## src/rtl/shiftright_seq_32_pkg.sv

```systemverilog
// ============================================================================
// shiftright_seq_32_pkg : shared widths and FSM encoding for the serial shifter
// Revision: 1.0
// ============================================================================
`default_nettype none

package shiftright_seq_32_pkg;

  localparam int WIDTH = 32;
  localparam int SHW   = 5;

  typedef enum logic [1:0] {
    S_IDLE  = 2'b00,
    S_SHIFT = 2'b01,
    S_DONE  = 2'b10
  } state_t;

endpackage

`default_nettype wire

```

## src/rtl/shiftright_seq_32_if.sv

```systemverilog
// ============================================================================
// shiftright_seq_32_if : start/busy/done request bus of the serial shifter
// Revision: 1.0
// ============================================================================
`default_nettype none

interface shiftright_seq_32_if #(
  parameter int WIDTH = 32,
  parameter int SHW   = 5
);

  logic             start;
  logic [WIDTH-1:0] a;
  logic [SHW-1:0]   shift;
  logic             arith;
  logic             busy;
  logic             done;
  logic [WIDTH-1:0] out;

  modport master (
    output start, a, shift, arith,
    input  busy, done, out
  );

  modport slave (
    input  start, a, shift, arith,
    output busy, done, out
  );

endinterface

`default_nettype wire

```

## src/rtl/shiftright_seq_32_shr1.sv

```systemverilog
// ============================================================================
// shr1_32 : single-position right shift with selectable fill bit
// Revision: 1.0
// ============================================================================
`default_nettype none

module shr1_32 #(
  parameter int WIDTH = 32
) (
  input  logic [WIDTH-1:0] d,
  input  logic             fill,
  output logic [WIDTH-1:0] y
);

  assign y = {fill, d[WIDTH-1:1]};

endmodule

`default_nettype wire

```

## src/rtl/shiftright_seq_32.sv

```systemverilog
// ============================================================================
// shiftright_seq_32 : iterative right shifter, one bit per clock, logical/arith
// Revision: 1.0
// ============================================================================
`default_nettype none

module shiftright_seq_32
  import shiftright_seq_32_pkg::*;
#(
  parameter int WIDTH = shiftright_seq_32_pkg::WIDTH,
  parameter int SHW   = shiftright_seq_32_pkg::SHW
) (
  input  logic                clk,
  input  logic                rst_n,
  shiftright_seq_32_if.slave  bus
);

  if (WIDTH != (2 ** SHW)) begin : g_width_check
    $error("shiftright_seq_32: WIDTH must equal 2**SHW");
  end

  state_t           state;
  state_t           state_nx;
  logic [WIDTH-1:0] acc;
  logic [WIDTH-1:0] acc_shr;
  logic [WIDTH-1:0] out_q;
  logic [SHW-1:0]   cnt;
  logic             fill;

  shr1_32 #(
    .WIDTH (WIDTH)
  ) u_shr1 (
    .d    (acc),
    .fill (fill),
    .y    (acc_shr)
  );

  always_comb begin
    state_nx = state;
    case (state)
      S_IDLE: begin
        if (bus.start) begin
          state_nx = (bus.shift != '0) ? S_SHIFT : S_DONE;
        end
      end
      S_SHIFT: begin
        if (cnt == SHW'(1)) begin
          state_nx = S_DONE;
        end
      end
      S_DONE:  state_nx = S_IDLE;
      default: state_nx = S_IDLE;
    endcase
  end

  always_ff @(posedge clk or negedge rst_n) begin
    if (!rst_n) begin
      state <= S_IDLE;
    end else begin
      state <= state_nx;
    end
  end

  // Operands are latched only in IDLE, so a start while busy has no effect.
  always_ff @(posedge clk or negedge rst_n) begin
    if (!rst_n) begin
      acc   <= '0;
      cnt   <= '0;
      fill  <= 1'b0;
      out_q <= '0;
    end else begin
      case (state)
        S_IDLE: begin
          if (bus.start) begin
            acc  <= bus.a;
            cnt  <= bus.shift;
            fill <= bus.arith & bus.a[WIDTH-1];
            if (bus.shift == '0) begin
              out_q <= bus.a;
            end
          end
        end
        S_SHIFT: begin
          acc <= acc_shr;
          cnt <= cnt - SHW'(1);
          if (cnt == SHW'(1)) begin
            out_q <= acc_shr;
          end
        end
        default: begin
        end
      endcase
    end
  end

  assign bus.busy = (state != S_IDLE);
  assign bus.done = (state == S_DONE);
  assign bus.out  = out_q;

endmodule

`default_nettype wire
```

## src/flat_wrapper.sv

```systemverilog
// flat-port wrapper written by rule: the top's interface ports become plain ports
module shiftright_seq_32_flat import shiftright_seq_32_pkg::*;
#(
  parameter int WIDTH = shiftright_seq_32_pkg::WIDTH,
  parameter int SHW   = shiftright_seq_32_pkg::SHW
)
  (clk, rst_n, bus_start, bus_a, bus_shift, bus_arith, bus_busy, bus_done, bus_out);
  shiftright_seq_32_if #(.WIDTH(WIDTH), .SHW(SHW)) bus_i ();
  input  logic clk;
  input  logic rst_n;
  input wire logic [$bits(bus_i.start)-1:0] bus_start;
  input wire logic [$bits(bus_i.a)-1:0] bus_a;
  input wire logic [$bits(bus_i.shift)-1:0] bus_shift;
  input wire logic [$bits(bus_i.arith)-1:0] bus_arith;
  output wire logic [$bits(bus_i.busy)-1:0] bus_busy;
  output wire logic [$bits(bus_i.done)-1:0] bus_done;
  output wire logic [$bits(bus_i.out)-1:0] bus_out;
  assign bus_i.start = bus_start;
  assign bus_i.a = bus_a;
  assign bus_i.shift = bus_shift;
  assign bus_i.arith = bus_arith;
  assign bus_busy = bus_i.busy;
  assign bus_done = bus_i.done;
  assign bus_out = bus_i.out;
  shiftright_seq_32 #(.WIDTH(WIDTH), .SHW(SHW)) u_core (.clk(clk), .rst_n(rst_n), .bus(bus_i));
endmodule
```

## config.mk

```make
export PLATFORM = sky130hd
export DESIGN_NAME = shiftright_seq_32_flat
export DESIGN_NICKNAME = d
export VERILOG_FILES = /design/src/rtl/shiftright_seq_32_pkg.sv /design/src/rtl/shiftright_seq_32_if.sv /design/src/rtl/shiftright_seq_32_shr1.sv /design/src/rtl/shiftright_seq_32.sv /design/src/flat_wrapper.sv
export SDC_FILE = /design/constraint.sdc
export NUM_CORES = 1
export LEC_CHECK = 0
export CORE_MARGIN = 2
export CORE_UTILIZATION = 47
export CTS_BUF_LIST = sky130_fd_sc_hd__clkbuf_8
export DETAILED_ROUTE_END_ITERATION = 12
export GPL_TIMING_DRIVEN = 0
export PLACE_DENSITY = 0.79
export SLEW_MARGIN = 20
export SYNTH_ARGS = -nofsm -noshare
export SYNTH_HDL_FRONTEND = slang
export SYNTH_SLANG_ARGS = --single-unit
```

## constraint.sdc

```tcl
create_clock -name clk -period 1.75 [get_ports clk]
set_input_delay 0.175 -clock clk [delete_from_list [all_inputs] [get_ports clk]]
set_output_delay 0.175 -clock clk [all_outputs]
set_load 0.01 [all_outputs]
```

==> summary.txt, run 1 <==
Outcome
  – Status: completed

Synth
  – Area contributors post-synth: dfrtp_1 55%, mux2i_1 19%, o21ai_0 5.7%
  – Largest family of logic cells by synthesized area: multiplexers
  – Register area share after synthesis: 54.6%
  – Mean Syn Cell Area: 11.1 sq um
  – Synth Area in Compound Gates: 9.70%
  – Post-synthesis simple-gate area fraction: 6.19%
  – Mapped Nets: 335
  – Post-synthesis adder-cell area fraction: 0.770%
  – Mapped cell area: 3250 sq um
  – Yosys warns: 0
  – Synth Area in XOR/XNOR: 0%
  – Yosys top cell by area: dfrtp_1
  – Top-area cell type share of the netlist area: 54.6%
  – Synth Register Bits: 71
  – Post-synthesis mux area share: 19.9%
  – Synth Instances: 292
  – Netlist cell types: 30

Die
  – Die ar.: 7600 sq um
  – # IOs: 75
  – Die Y: 87.2 microns
  – Die span in x: 87.2 microns
  – Initial core utilization: 48.1%
  – Row count: 30
  – Core area: 6760 sq um

Setup path
  – Crit path launch type: register
  – Worst Path Required: 1.57 ns
  – Crit path DAT: 1.54 ns
  – CP endpoint kind: primary output
  – Critical Setup Path Class: reg2out
  – Crit-path max FO: 7

Global route
  – Initial antenna violation count: 0
  – GR Overflow Total: 0
  – Vias in the first global route: 2481
  – Gr usage total: 19.6%
  – First-pass GRT wire length: 11600 microns
  – Largest net degree at the start of global routing: 38

Worst hold path
  – Tightest Hold Check Type: in2reg

Drt
  – Remaining DRCs: 0
  – Post-route ant nets: 0
  – DR iter-0 viols: 95
  – Routed WL: 6860 microns
  – Vias: 2354
  – Router iterations before antenna repair: 4
  – Routed wire per std cell: 14.8 microns
  – Vias per cell: 5.08

CTS
  – Clock Sinks: 71
  – Worst-path clk slew: 0.08 ns
  – Clk_lat worst skew: 0.34 ns
  – Total CTS buffers: 9
  – Root Driver: clkbuf_8
  – CTS tree: built
  – CTS Buffer Depth: 2
  – H-tree depth reported by CTS: 3

Power
  – Leak: 2.12 nW
  – Reg power frac: 35.5%
  – Power Dens Cells: 1950 nW/um^2
  – NetSw: 0.00307 W
  – Switching portion of total power: 36.3%
  – Combinational share of power: 47.6%
  – Int Pwr: 0.00540 W
  – Clock power frac: 17.0%
  – Peak VDD IR: 0.000883 V

Timing
  – Tightest Pin Transition: 0.497 ns
  – Fin crit share: 98.2%
  – Highest clock rate: 582 MHz
  – Fin. Hold Viols: 0
  – Clock Skews: 0.0114 ns
  – RSZ-0062 raised after global routing: no
  – Clock period minus final worst setup slack: 1.72 ns
  – Max Transition Viols Final: 0
  – Rel. slew slack: 66.8%
  – Final setup viols: 0
  – Setup_tns: 0 ns

Cells and area
  – ANT cells: 0
  – Fin cells: 463
  – Nets: 421
  – Most frequent cells in the layout: 71 x clkdlybuf4s50_1, 71 x dfrtp_1, 62 x mux2i_1
  – Area Overhead vs Synth: 33.4%
  – Final core utilization: 64.2%
  – # fillers: 550
  – Ratio of cells with drive above 1 in the final layout: 9.40%

Placed design
  – RePlAce Congestion: 0.822
  – PortBufs: 73
  – Hpwl dp: 4760 microns
  – Placed cell count: 446

Flow run
  – Max-cap viol count: 0
-- cells in the mapped netlist --
cell / n
a21oi_1: 5
a221oi_1: 1
buf_12: 3
buf_2: 1
buf_4: 1
buf_6: 4
clkbuf_1: 7
dfrtp_1: 71
ha_1: 2
inv_1: 37
inv_2: 1
mux2_2: 1
mux2_4: 1
mux2i_1: 62
nand2_1: 34
nand2b_1: 1
nand3_1: 3
nand3b_1: 1
nor2_1: 4
nor2b_1: 1
nor3_1: 1
nor3b_1: 1
o21ai_0: 37
o21ai_2: 2
o22a_1: 3
o22a_2: 1
o22ai_1: 3
o31ai_1: 1
o41ai_2: 1
or4_4: 1
-- stage by stage --
stage	setup slack [ns]	hold WS (ns)	total power (W)	instance area [sq um]
6_report	0.0307	0.198	0.00847	4340
3_5_place_dp	-0.212	0.178	0.00707	4100
2_1_floorplan	0.109	-0.121	0.00553	3250
5_1_grt	0.000917	0.197	0.00912	4340
4_1_cts	0.0479	0.175	0.00856	4340
3_3_place_gp	-1.91	0.463	0.00691	4080
-- kinds of logic after synthesis --
family | count (synthesis)
flops | 71
mux | 64
compound gates | 54
buf+inv | 54
simple gates | 47
fa+ha+maj | 2
-- critical path, cell delays in order, from the launching register on --
cell and delay (ns):
dfrtp_1 0.47, nor2_2 0.20, inv_1 0.06, clkdlybuf4s50_1 0.48
-- timing repair --
action / CTS / global route
buffers inserted: 0 / 0
hold buffers: 1 / 0
setup endpoints to repair: 4 / 4
resized for setup: 4 / 1
endpoints found under the hold margin: 36 / 0
gates cloned: 0 / 0
pin swaps: 1 / 0
-- final cells by class --
| class | count | area, sq um | area share, % |
|---|---|---|---|
| sequential | 71 | 1780 | 41.0 |
| multi-input combinational | 167 | 1190 | 27.5 |
| timing repair buffer | 75 | 757 | 17.5 |
| buffer | 16 | 150 | 3.46 |
| inverter | 38 | 143 | 3.29 |
| clock buffer | 9 | 124 | 2.86 |
| tap | 80 | 100 | 2.31 |
| clock inverter | 7 | 96.3 | 2.22 |
-- routing by layer --
metal  wire, microns  GRT usage, %
met5               0             0
met4              61          6.29
met3             292          4.74
met2            3310          31.4
met1            3190          26.2
-- final timing paths --
check / startpoint / to / slack (ns) / depth (start not counted)
max: u_core.state[1] / bus_busy / 0.03 / 3
min: bus_start / u_core.fill / 0.20 / 3
max reg2reg: u_core.state[1] / u_core.bus.out[27] / 0.12 / 7
min reg2reg: u_core.acc[21] / u_core.acc[21] / 0.49 / 2
max in group asynchronous: rst_n / u_core.acc[19] / 0.85 / 3
min in group asynchronous: rst_n / u_core.cnt[2] / 0.34 / 2
-- registers in the layout, indices dropped and copies added (netlist names) --
name	flops
u_core.cnt	5
u_core.bus.out	32
u_core.acc	31
u_core.fill	1
u_core.state	2
-- power groups by stage --
stage          sequential, W  clock, W  combinational (W)
2_1_floorplan        0.00311         0            0.00242
4_1_cts              0.00301   0.00148            0.00408
6_report             0.00301   0.00144            0.00403
5_1_grt              0.00311   0.00155            0.00446
3_5_place_dp         0.00303         0            0.00404
3_3_place_gp         0.00299         0            0.00393
Power figures use the tool's default switching activity.
==> run 2, diff against run 1 <==
- CORE_UTILIZATION: 47 -> 56
- HOLD_SLACK_MARGIN: unset -> 0.08
- PLACE_DENSITY: 0.79 -> 0.88
- clock period: 1.75 -> 2 ns (I/O delays scaled with it)
==> summary.txt, run 2 (synthesized netlist as in run 1, its figures left out) <==
Drt
  – Met3 wire length: 243 microns (-17%)
  – Post-Route M1 WL: 3080 microns (-3.3%)
  – Top Metal Used: met4
  – Vias per cell: 5.16 (+1.5%)
  – Router iterations before antenna repair: 5 (+1)
  – Vias: 2348 (-0.25%)
  – Detail Route met2 WL: 3370 microns (+1.7%)
  – Routed wire per std cell: 15.0 microns (+1.0%)
  – DR iter-0 viols: 68 (-28%)
  – Routed WL: 6810 microns (-0.74%)
  – Post-route ant nets: 0 (unchanged)
  – Remaining DRCs: 0 (unchanged)

Cells and area
  – Nets: 421 (unchanged)
  – Commonest non-fill, non-tap cell in the layout: clkdlybuf4s50_1
  – Area Overhead vs Synth: 33.0%
  – Ratio of cells with drive above 1 in the final layout: 9.14% (-0.26 points)
  – Most frequent cells in the layout: 72 x clkdlybuf4s50_1, 71 x dfrtp_1, 62 x mux2i_1
  – # fillers: 402 (-27%)
  – Fin cells: 455 (-1.7%)
  – ANT cells: 0 (unchanged)
  – Max FFs per register: 32 (unchanged)

Die
  – Initial core utilization: 58.3% (+10 points)
  – Die Y: 80.2 microns (-8.0%)
  – Die ar.: 6430 sq um (-15%)
  – # IOs: 75 (unchanged)
  – Row count: 27 (-10%)
  – Die span in x: 80.2 microns (-8.0%)
  – Core area: 5570 sq um (-17%)

Power
  – Power Total: 0.00743 W (-12%)
  – Power Dens Cells: 1720 nW/um^2 (-12%)
  – Peak VDD IR: 0.000923 V (+4.5%)
  – Leak: 2.12 nW (about the same)

Setup path
  – R2R setup slack: 0.25 ns (+0.13 ns)
  – Crit path DAT: 1.66 ns (+0.12 ns)
  – Crit path launch type: register
  – CP endpoint kind: primary output
  – Worst r2r src: u_core.cnt[1]
  – Critical R2R Capture: u_core.bus.out[0]
  – Worst Path Required: 1.80 ns (+0.23 ns)
  – Crit path from: u_core.state[0]
  – Crit-path max FO: 10 (+3)
  – CP endpoint: bus_done
  – R2r worst-path depth: 7 (unchanged)
  – Critical Setup Path Class: reg2out

Timing
  – Tightest Pin Transition: 0.481 ns (-0.0162 ns)
  – Final setup viols: 0 (unchanged)
  – PnR worst setup slack: 0.137 ns (+0.106 ns)
  – Clock period minus final worst setup slack: 1.86 ns
  – Highest clock rate: 537 MHz
  – Fin. Hold Viols: 0 (unchanged)
  – Max Transition Viols Final: 0 (unchanged)
  – RSZ-0062 raised after global routing: no
  – Clock Skews: 0.00867 ns (-0.00272 ns)
  – Rel. slew slack: 67.9% (+1.1 points)
  – Fin crit share: 93.2%
  – WHS: 0.173 ns (-0.0255 ns)

Placed design
  – Hpwl dp: 4780 microns (+0.45%)
  – RePlAce Congestion: 0.795 (-3.4%)
  – Placed cell count: 438 (-1.8%)
  – PortBufs: 73 (unchanged)
  – Dpl ws: 0.0113 ns (+0.223 ns)

Global route
  – Initial antenna violation count: 0 (unchanged)
  – Vias in the first global route: 2462 (-0.77%)
  – GR Overflow Total: 0 (unchanged)
  – Largest net degree at the start of global routing: 40 (+5.3%)
  – First-pass GRT wire length: 11500 microns (-1.1%)
  – Gr usage total: 23.5% (+3.9 points)

CTS
  – Post-CTS Setup Bufs: 0 (unchanged)
  – Root Driver: clkbuf_8
  – H-tree depth reported by CTS: 3 (unchanged)
  – Clock Sinks: 71 (unchanged)
  – Worst-path clk slew: 0.07 ns (about the same)
  – CTS Buffer Depth: 2 (unchanged)
  – CTS tree: built
  – Total CTS buffers: 9 (unchanged)
  – Clk_lat worst skew: 0.34 ns (about the same)

Outcome
  – Status: completed

Flow run
  – Max-cap viol count: 0 (unchanged)

Worst hold path
  – Tightest Hold Check Type: in2reg
-- run 2: area by class of cell --
cell class              count  area (sq um)  area share, %
flip-flops and latches     71          1780           41.1
inverters                  38           143           3.30
multi-input cells         167          1190           27.5
plain buffers              16           145           3.36
well taps                  72          90.1           2.08
repair buffers             75           758           17.5
clock buffers              10           138           3.18
clock inverters             6          85.1           1.97
-- run 2: worst max-delay path: stages (launching register included) --
cell and delay (ns):
dfrtp_1 0.42, clkbuf_2 0.21, nor2_1 0.15, clkdlybuf4s50_1 0.55
-- run 2: per-layer routing --
metal  vias to the layer above  GRT usage, %
met5                         -             0
met4                         0          11.0
met3                        10          3.82
met2                        56          37.1
met1                      1136          31.8
li1                       1146             -
-- run 2: worst min path at each step --
stage	from	endpoint	slack, ns	cells past startpoint
floorplan	rst_n	u_core.acc[10]	-0.1	0
global placement	u_core.acc[4]	u_core.acc[4]	0.46	2
detailed placement	rst_n	u_core.cnt[3]	0.17	1
CTS	bus_start	u_core.state[0]	0.16	3
global route	bus_start	u_core.state[0]	0.21	3
finish	bus_start	u_core.state[0]	0.17	3
-- run 2: where the power goes --
group	internal, W	total [W]	switching (W)
Sequential	0.00218	0.00263	0.000450
Clock	0.000732	0.00127	0.000541
Combinational	0.00183	0.00352	0.00169
Total	0.00475	0.00743	0.00268
-- run 2: what timing repair did --
item                                    CTS  global route
hold endpoints to repair                 32             0
endpoints found under the setup margin    0             1
gates resized for setup                   0             2
hold buffers                              1             0
-- run 2: per-stage QoR --
step                      setup TNS, ns  util (%)  cell area (sq um)
final                                 0      77.6               4320
after global routing                  0      77.6               4320
after CTS                             0      77.6               4320
after detailed placement              0      73.4               4090
after global placement          -116.21      73.1               4070
after floorplan                       0         -               3250
==> run 3, diff against run 2 <==
- CELL_PAD_IN_SITES_DETAIL_PLACEMENT: unset -> 0
- CELL_PAD_IN_SITES_GLOBAL_PLACEMENT: unset -> 1
- CORE_UTILIZATION: 56 -> 43
- PLACE_DENSITY: 0.88 -> unset
- PLACE_DENSITY_LB_ADDON: unset -> 0.1
==> summary.txt, run 3 (synthesized netlist as in run 1, its figures left out) <==
Drt
  – Vias per cell: 4.88 (-5.4%)
  – Routed wire per std cell: 14.0 microns (-6.3%)
  – Routed WL: 6750 microns (-0.90%)
  – Remaining DRCs: 0 (unchanged)
  – Post-route ant nets: 0 (unchanged)
  – Vias: 2347 (-0.043%)
  – Router iterations before antenna repair: 4 (-1)
  – DR iter-0 viols: 90 (+32%)

Die
  – Core area: 7290 sq um (+31%)
  – Initial core utilization: 44.6% (-14 points)
  – Die span in x: 91.0 microns (+13%)
  – Row count: 31 (+15%)
  – # IOs: 75 (unchanged)
  – Die ar.: 8270 sq um (+29%)
  – Die Y: 91.0 microns (+13%)

Cells and area
  – Ratio of cells with drive above 1 in the final layout: 9.16% (+0.024 points)
  – Area Overhead vs Synth: 33.1%
  – Fin cells: 481 (+5.7%)
  – Commonest non-fill, non-tap cell in the layout: clkdlybuf4s50_1
  – Most frequent cells in the layout: 72 x clkdlybuf4s50_1, 71 x dfrtp_1, 62 x mux2i_1
  – Fin area: 4330 sq um (+0.12%)
  – Nets: 421 (unchanged)
  – ANT cells: 0 (unchanged)
  – Max FFs per register: 32 (unchanged)

CTS
  – CTS tree: built
  – Clock Sinks: 71 (unchanged)
  – Post-CTS Setup Bufs: 0 (unchanged)
  – CTS Buffer Depth: 2 (unchanged)
  – Total CTS buffers: 9 (unchanged)
  – Worst-path clk slew: 0.07 ns (about the same)
  – Root Driver: clkbuf_8
  – H-tree depth reported by CTS: 3 (unchanged)
  – Clk_lat worst skew: 0.33 ns (about the same)

Timing
  – Tightest Pin Transition: 0.465 ns (-0.0163 ns)
  – RSZ-0062 raised after global routing: no
  – Clock Skews: 0.00870 ns (+0.0000294 ns)
  – Highest clock rate: 544 MHz (+1.3%)
  – Final setup viols: 0 (unchanged)
  – PnR worst setup slack: 0.161 ns (+0.0242 ns)
  – Fin. Hold Viols: 0 (unchanged)
  – Fin crit share: 92.0% (-1.2 points)
  – Clock period minus final worst setup slack: 1.84 ns (-0.0242 ns)
  – Rel. slew slack: 69.0% (+1.1 points)
  – Max Transition Viols Final: 0 (unchanged)

Setup path
  – Crit-path cells: clkbuf_2 > nor2_1 > clkdlybuf4s50_1
  – Buf/Inv on CP: 2 (unchanged)
  – Critical-path top delay cell: clkdlybuf4s50_1
  – R2r worst-path depth: 7 (unchanged)
  – Crit path DAT: 1.64 ns (-0.02 ns)
  – R2R setup slack: 0.24 ns (about the same)
  – CP endpoint kind: primary output
  – Critical R2R Capture: u_core.bus.out[0]
  – Worst Path Required: 1.80 ns (about the same)
  – Critical Setup Path Class: reg2out
  – Critical path's top delay family: buffers and inverters
  – Crit-path max FO: 10 (unchanged)
  – Max incr delay on CP: 0.55 ns (about the same)
  – Worst r2r src: u_core.cnt[1]
  – Crit path launch type: register

Global route
  – Initial antenna violation count: 0 (unchanged)
  – GR Overflow Total: 0 (unchanged)
  – First-pass GRT wire length: 11200 microns (-2.1%)
  – Vias in the first global route: 2343 (-4.8%)
  – Gr usage total: 17.0% (-6.5 points)
  – Largest net degree at the start of global routing: 53 (+33%)

Outcome
  – Status: completed

Placed design
  – PortBufs: 73 (unchanged)
  – Placed cell count: 465 (+6.2%)
  – Placed cell areas: 4130 sq um (+1.0%)
  – Hpwl dp: 4710 microns (-1.5%)
  – Dpl ws: 0.0168 ns (+0.00558 ns)
  – RePlAce Congestion: 0.760 (-4.4%)

Worst hold path
  – Hold path depth: 3 (unchanged)
  – Hold Path Origin: bus_start
  – Tightest Hold Check Type: in2reg
  – Hold Path End: u_core.fill

Flow run
  – Max-cap viol count: 0 (unchanged)

Power
  – Leak: 2.10 nW (-1.1%)
  – Power Total: 0.00722 W (-2.8%)
  – Power Dens Cells: 1670 nW/um^2 (-2.9%)
  – Peak VDD IR: 0.000674 V (-27%)
run 3: cell type report:
type | instances | area, sq um
Buffer | 16 | 145
Clock buffer | 9 | 124
Clock inverter | 6 | 62.6
Fill cell | 671 | 2960
Inverter | 38 | 143
Multi-Input combinational cell | 167 | 1190
Sequential cell | 71 | 1780
Tap cell | 99 | 124
Timing Repair Buffer | 75 | 766
run 3: how the worst max path moves through the flow:
stage | depth (start not counted) | slack (ns) | to | start
finish | 3 | 0.16 | bus_done | u_core.state[0]
global placement | 1 | -1.83 | u_core.bus.out[17] | rst_n
global route | 3 | 0.07 | bus_done | u_core.state[0]
floorplan | 7 | 0.36 | u_core.bus.out[0] | u_core.cnt[1]
detailed placement | 6 | 0.02 | u_core.bus.out[0] | bus_shift[3]
CTS | 3 | 0.07 | bus_done | u_core.state[0]
run 3: through the flow:
step           utilization, %  hold slack (ns)  TNS, ns
2_1_floorplan               -          -0.0956        0
3_3_place_gp             56.3            0.464  -129.54
3_5_place_dp             56.7            0.105        0
4_1_cts                  59.4            0.214        0
5_1_grt                  59.4            0.254        0
6_report                 59.4            0.222        0
run 3: timing repair:
action	in CTS	in global routing
gates resized for setup	0	2
endpoints found under the hold margin	40	0
endpoints found under the setup margin	0	1
hold buffers	1	0
run 3: tightest hold or removal path, cell delays in order:
cell     delay [ns]
buf_6          0.11
nand2_1        0.09
o21ai_0        0.10
run 3: power breakdown:
| group | leakage [nW] | switching (W) | internal, W |
|---|---|---|---|
| registers | 0.856 | 0.000440 | 0.00218 |
| clock network | 0.0871 | 0.000536 | 0.000565 |
| logic | 1.16 | 0.00166 | 0.00183 |
| total | 2.10 | 0.00264 | 0.00458 |
run 3: routing by layer:
layer	share of wire (%)	GRT usage [%]	vias to the layer above
li1	-	-	1148
met1	48	23.5	1144
met2	46	26.4	49
met3	4.3	3.82	6
met4	1.0	6.06	0
met5	0	0	-
